<file path="config.mk">
export PLATFORM = sky130hd
export DESIGN_NAME = nand3_vector_sequencer
export DESIGN_NICKNAME = d
export VERILOG_FILES = /design/src/rtl/nand3_vector_sequencer.sv
export SDC_FILE = /design/constraint.sdc
export NUM_CORES = 1
export LEC_CHECK = 0
export ABC_AREA = 1
export CAP_MARGIN = 20
export CORE_MARGIN = 2
export CORE_UTILIZATION = 48
export DETAILED_ROUTE_END_ITERATION = 8
export PLACE_DENSITY = 0.73
export SYNTH_ARGS = -nofsm -noshare
export SYNTH_HDL_FRONTEND = slang
export SYNTH_SLANG_ARGS = --single-unit
export TNS_END_PERCENT = 20
</file>
<file path="constraint.sdc">
create_clock -name clk -period 1.29 [get_ports clk]
set_input_delay 0.258 -clock clk [delete_from_list [all_inputs] [get_ports clk]]
set_output_delay 0.258 -clock clk [all_outputs]
set_load 0.01 [all_outputs]
</file>
<file path="src/rtl/nand3_vector_sequencer.sv">
// ---------------------------------------------------------------------------
// nand3_vector_sequencer
//
// Purpose:
//   Stimulus-and-check stage for a three-input NAND gate block. Sweeps the
//   vector {a,b,c} through 000..111 and holds each vector for HOLD_CYCLES+1
//   cycles. It samples the gate outputs d/e at the end of each hold window,
//   compares them to the expected NAND value, and counts the failing vectors.
//
// Configuration:
//   NAND3_SEQ_CHECK_EN - when defined, the compare logic, err_cnt and
//                        mismatch are built. When undefined, mismatch and
//                        err_cnt are tied to 0 and the block is a pure
//                        stimulus generator. Sweep timing is the same in
//                        both builds.
//
// Parameters:
//   HOLD_CYCLES - cycles each vector spends in DRIVE (1..255)
//   CNT_W       - width of the saturating error counter
//
// Ports:
//   clk       in   system clock, rising edge
//   rst_n     in   synchronous active-low reset
//   start     in   begin a sweep (only honoured in IDLE)
//   d_in      in   gate output d
//   e_in      in   gate output e
//   a, b, c   out  gate inputs (a = vector MSB, c = LSB)
//   busy      out  sweep in progress, including the DONE cycle
//   done      out  one-cycle end-of-sweep pulse
//   mismatch  out  one-cycle pulse after a failing sample
//   err_cnt   out  failing vectors in the current/last sweep (saturating)
// ---------------------------------------------------------------------------
module nand3_vector_sequencer #(
    parameter int HOLD_CYCLES = 4,
    parameter int CNT_W       = 4
) (
    input  logic             clk,
    input  logic             rst_n,
    input  logic             start,
    input  logic             d_in,
    input  logic             e_in,
    output logic             a,
    output logic             b,
    output logic             c,
    output logic             busy,
    output logic             done,
    output logic             mismatch,
    output logic [CNT_W-1:0] err_cnt
);

    typedef enum logic [1:0] {
        IDLE   = 2'd0,
        DRIVE  = 2'd1,
        SAMPLE = 2'd2,
        DONE   = 2'd3
    } state_t;

    // The hold counter is 8 bits wide, so the largest legal HOLD_CYCLES is 255.
    localparam logic [7:0] HOLD_LOAD = 8'(HOLD_CYCLES - 1);

    state_t     state;
    state_t     state_nxt;
    logic [2:0] vec;
    logic [2:0] vec_nxt;
    logic [7:0] hold_cnt;
    logic [7:0] hold_nxt;

    // Sweep accepted this cycle; also clears the error counter.
    logic       accept;

    // Next values for the registered outputs.
    logic [2:0] abc_nxt;
    logic       busy_nxt;
    logic       done_nxt;
    logic       samp_nxt;

    // Registered copy of "the vector now on a/b/c is in its last hold cycle".
    // The outputs lag the FSM by one register stage, so the gate result for
    // a vector is compared one edge after the FSM leaves SAMPLE. That edge
    // ends the last cycle in which the vector is visible on a/b/c.
    logic       samp_q;

    assign accept = (state == IDLE) && start;

    // ------------------------------------------------------------------
    // State register (with the sweep datapath it steers)
    // ------------------------------------------------------------------
    always_ff @(posedge clk) begin
        if (!rst_n) begin
            state    <= IDLE;
            vec      <= 3'd0;
            hold_cnt <= 8'd0;
        end else begin
            state    <= state_nxt;
            vec      <= vec_nxt;
            hold_cnt <= hold_nxt;
        end
    end

    // ------------------------------------------------------------------
    // Next-state logic
    // ------------------------------------------------------------------
    always_comb begin
        state_nxt = state;
        vec_nxt   = vec;
        hold_nxt  = hold_cnt;
        case (state)
            IDLE: begin
                if (start) begin
                    state_nxt = DRIVE;
                    vec_nxt   = 3'd0;
                    hold_nxt  = HOLD_LOAD;
                end
            end
            DRIVE: begin
                if (hold_cnt == 8'd0) begin
                    state_nxt = SAMPLE;
                end else begin
                    hold_nxt = hold_cnt - 8'd1;
                end
            end
            SAMPLE: begin
                if (vec == 3'd7) begin
                    state_nxt = DONE;
                end else begin
                    state_nxt = DRIVE;
                    vec_nxt   = vec + 3'd1;
                    hold_nxt  = HOLD_LOAD;
                end
            end
            DONE: begin
                state_nxt = IDLE;
            end
            default: begin
                state_nxt = IDLE;
            end
        endcase
    end

    // ------------------------------------------------------------------
    // Output logic (values captured by the output register below)
    // ------------------------------------------------------------------
    always_comb begin
        abc_nxt  = 3'd0;
        busy_nxt = 1'b0;
        done_nxt = 1'b0;
        samp_nxt = 1'b0;
        case (state)
            DRIVE: begin
                abc_nxt  = vec;
                busy_nxt = 1'b1;
            end
            SAMPLE: begin
                abc_nxt  = vec;
                busy_nxt = 1'b1;
                samp_nxt = 1'b1;
            end
            DONE: begin
                busy_nxt = 1'b1;
                done_nxt = 1'b1;
            end
            default: begin
                abc_nxt  = 3'd0;
            end
        endcase
    end

    always_ff @(posedge clk) begin
        if (!rst_n) begin
            a      <= 1'b0;
            b      <= 1'b0;
            c      <= 1'b0;
            busy   <= 1'b0;
            done   <= 1'b0;
            samp_q <= 1'b0;
        end else begin
            {a, b, c} <= abc_nxt;
            busy      <= busy_nxt;
            done      <= done_nxt;
            samp_q    <= samp_nxt;
        end
    end

    // ------------------------------------------------------------------
    // Result checker
    // ------------------------------------------------------------------
`ifdef NAND3_SEQ_CHECK_EN
    localparam logic [CNT_W-1:0] CNT_MAX = {CNT_W{1'b1}};

    logic expected;
    logic fail;

    // a/b/c are the vector the gate is currently evaluating.
    assign expected = ~(a & b & c);
    assign fail     = (d_in != expected) || (e_in != expected);

    always_ff @(posedge clk) begin
        if (!rst_n) begin
            mismatch <= 1'b0;
            err_cnt  <= '0;
        end else begin
            mismatch <= samp_q && fail;
            if (accept) begin
                err_cnt <= '0;
            end else if (samp_q && fail && (err_cnt != CNT_MAX)) begin
                err_cnt <= err_cnt + CNT_W'(1);
            end
        end
    end
`else
    // Stimulus-only build: the gate returns are not observed.
    logic unused_gate;
    assign unused_gate = ^{d_in, e_in, samp_q, accept};
    assign mismatch    = 1'b0;
    assign err_cnt     = '0;
`endif

endmodule

</file>
==> results.json <==
{
  "die_width_um": 51.6,
  "max_fanout_on_critical_path": 8,
  "post_synth_num_cell_types": 19,
  "flow.area_growth_from_synthesis_pct": 31.1,
  "dieArea_um2": 2660,
  "finalHoldViolations": 0,
  "mapped_area_um2": 1090,
  "count_of_inserted_antenna_diode_cells": 0,
  "antenna_left": 0,
  "via_count": 958,
  "drtIter0Drc": 14,
  "failed_checks": "setup timing",
  "worstSetupStartpointType": "flop",
  "worst_hold_path.endpoint": "hold_cnt[5]",
  "place_inst": 194,
  "hpwlAfterDp_um": 1690,
  "drive_above_1_share": 0.378,
  "power_density_nw_per_um2": 2290,
  "drc": 0,
  "cellLeakagePower_nw": 0.678,
  "worstHoldPathCells": 2,
  "regToRegStartpoint": "vec[1]",
  "cts_max_level": 1,
  "fmax_mhz": 710,
  "final.setup.worst_slack_ns": -0.118,
  "io_buffer_count": 7,
  "wirelength_um": 2190,
  "hold_path.class": "flop to flop",
  "drt-pass1-iter-count": 4,
  "cp.required_ns": 1.51,
  "synth_seq_area_share": 0.332,
  "path_class": "flop to flop",
  "globalRouteOverflowTotal": 0,
  "wl_per_cell_um": 11.0,
  "globalRoute.busiestLayer": "met2",
  "finalNetCount": 187,
  "worstReg2RegEnd": "hold_cnt[3]",
  "fin_skew_ns": 0.00239,
  "initial_core_utilization": 0.501,
  "synth_warnings": 0,
  "cp_data_arrival_time_ns": 1.63,
  "timing.final.crit_share": 1.09,
  "io_pins": 15,
  "synth-seq-cells": 18,
  "finalCriticalPeriod_ns": 1.41,
  "setup-violations-final": 11,
  "grt_util_met1": 0.207,
  "layout.core_utilization": 0.656,
  "cts_hold_repair.buffers": 0,
  "rrSetupSlack_ns": -0.12,
  "finish.cell_count_without_fillers": 200,
  "chipHeight_um": 51.6,
  "global_route.usage.met2": 0.318,
  "rows": 17,
  "cts_num_sinks": 18,
  "r2r_cells": 9,
  "min_delay_startpoint": "hold_cnt[5]",
  "gp_congestion": 0.738,
  "synth_cells": 146,
  "multi_input_area_um2": 708,
  "antenna_found_initial": 0,
  "worstSkewPairLatency_ns": 0.28,
  "grt.total_usage": 0.175,
  "nFillCells": 189,
  "post_synth.cell_area_avg_um2": 7.44,
  "drv_slew": 0,
  "maxcap_viol_count": 0,
  "clkTransAtPathRegs_ns": 0.10,
  "status": "complete, but fails checks",
  "cts.root.buffer_cell": "clkbuf_4",
  "register_area_um2": 365,
  "numCtsBuffers": 3,
  "grt_use_met3": 0.0172,
  "global_route_wire_length_before_repair_um": 3490,
  "core_area_um2": 2170,
  "endpoint_kind": "flop",
  "viasPerCell": 4.79,
  "cts.path.max_buffers": 2,
  "first_global_vias": 860,
  "cts_tree": "built",
  "unrepaired_setup_endpoints_after_global_routing": "true",
  "grt_max_degree": 11,
  "irDropWorstVdd_v": 0.00135
}
-- state kept, by name, indices dropped and copies added (netlist names) --
register  count
vec           3
busy          1
a             1
c             1
done          1
b             1
hold_cnt      8
state         2
-- worst max-delay path by stage --
stage	start	end	slack [ns]	cells after the start
2_1_floorplan	vec[0]	hold_cnt[7]	-0.01	10
3_3_place_gp	start	hold_cnt[3]	-0.21	9
3_5_place_dp	start	hold_cnt[0]	-0.27	8
4_1_cts	vec[1]	hold_cnt[0]	-0.09	8
5_1_grt	state[0]	hold_cnt[7]	-0.19	10
6_report	vec[1]	hold_cnt[3]	-0.12	9
-- Yosys cell counts, drive strengths merged --
cell type | n | area [µm²]
nand2 | 42 | 213
nor2 | 23 | 126
inv | 22 | 82.6
dfxtp | 18 | 360
a21oi | 9 | 45.0
ha | 9 | 113
nand3 | 8 | 52.6
buf | 5 | 37.5
nand4 | 3 | 18.8
nor3 | 3 | 15.0
o21ai | 2 | 10.0
conb | 1 | 3.75
xor2 | 1 | 8.76
-- critical path: stages (launching register included) --
cell	delay, ns
dfxtp_2	0.35
ha_4	0.16
ha_4	0.15
nand2_2	0.07
nand2_4	0.07
nor2_8	0.20
nand2_4	0.08
nand2_4	0.09
nand2_1	0.05
a21oi_1	0.12
-- power by group --
part	switching, W	internal [W]	total [W]
registers	0.0000945	0.000697	0.000792
clock network	0.000164	0.000172	0.000336
logic	0.00123	0.000903	0.00214
total	0.00149	0.00177	0.00326
-- timing repair --
item,in CTS,in global routing
pin swaps,4,7
setup buffers,0,2
endpoints found under the setup margin,13,13
gates resized for setup,6,13
-- stage by stage --
step | power (W) | TNS [ns] | worst slack (ns) | hold WS [ns] | area [µm²]
2_1_floorplan | 0.00217 | -0.0459 | -0.0121 | 0.356 | 1140
3_3_place_gp | 0.00266 | -1.90 | -0.213 | 0.447 | 1330
3_5_place_dp | 0.00273 | -2.27 | -0.266 | 0.457 | 1330
4_1_cts | 0.00306 | -0.476 | -0.0924 | 0.472 | 1360
5_1_grt | 0.00355 | -1.73 | -0.190 | 0.488 | 1420
6_report | 0.00326 | -0.848 | -0.118 | 0.473 | 1420
-- layer usage --
metal	wire [µm]	share of wire
met1	926	0.42
met2	1210	0.55
met3	37	0.017
met4	17	0.0078
met5	0	0
-- kinds of logic (layout without fill, tap and decap cells) --
logic type | Yosys count | in the layout | share of synthesized area
AND/OR/NAND/NOR | 79 | 79 | 0.392
XOR/XNOR | 1 | 1 | 0.00807
AO/OA/AOI/OAI | 11 | 11 | 0.0507
flip-flops | 18 | 18 | 0.332
buffers and inverters | 27 | 49 | 0.111
adder cells (fa/ha/maj) | 9 | 9 | 0.104
other | 1 | 5 | 0.00345
-- layout make-up --
type | count | share of cell area
inverter | 22 | 0.0580
multi-input combinational | 105 | 0.497
clock buffer | 4 | 0.0255
sequential | 18 | 0.257
timing repair buffer | 23 | 0.138
tap | 28 | 0.0246
-- cell usage in the layout, fill, tap and decap left out, types with 3 or more instances in the layout --
cell type and count:
a21oi_1 7, buf_4 15, clkbuf_4 3, conb_1 5, dfxtp_1 14, dfxtp_2 4, dlygate4sd2_1 5, ha_1 5
inv_1 11, inv_2 11, nand2_1 28, nand2_2 6, nand2_4 8, nand3_1 5, nand4_1 3, nor2_1 18
Note: power is estimated with default switching activity, not from simulation.
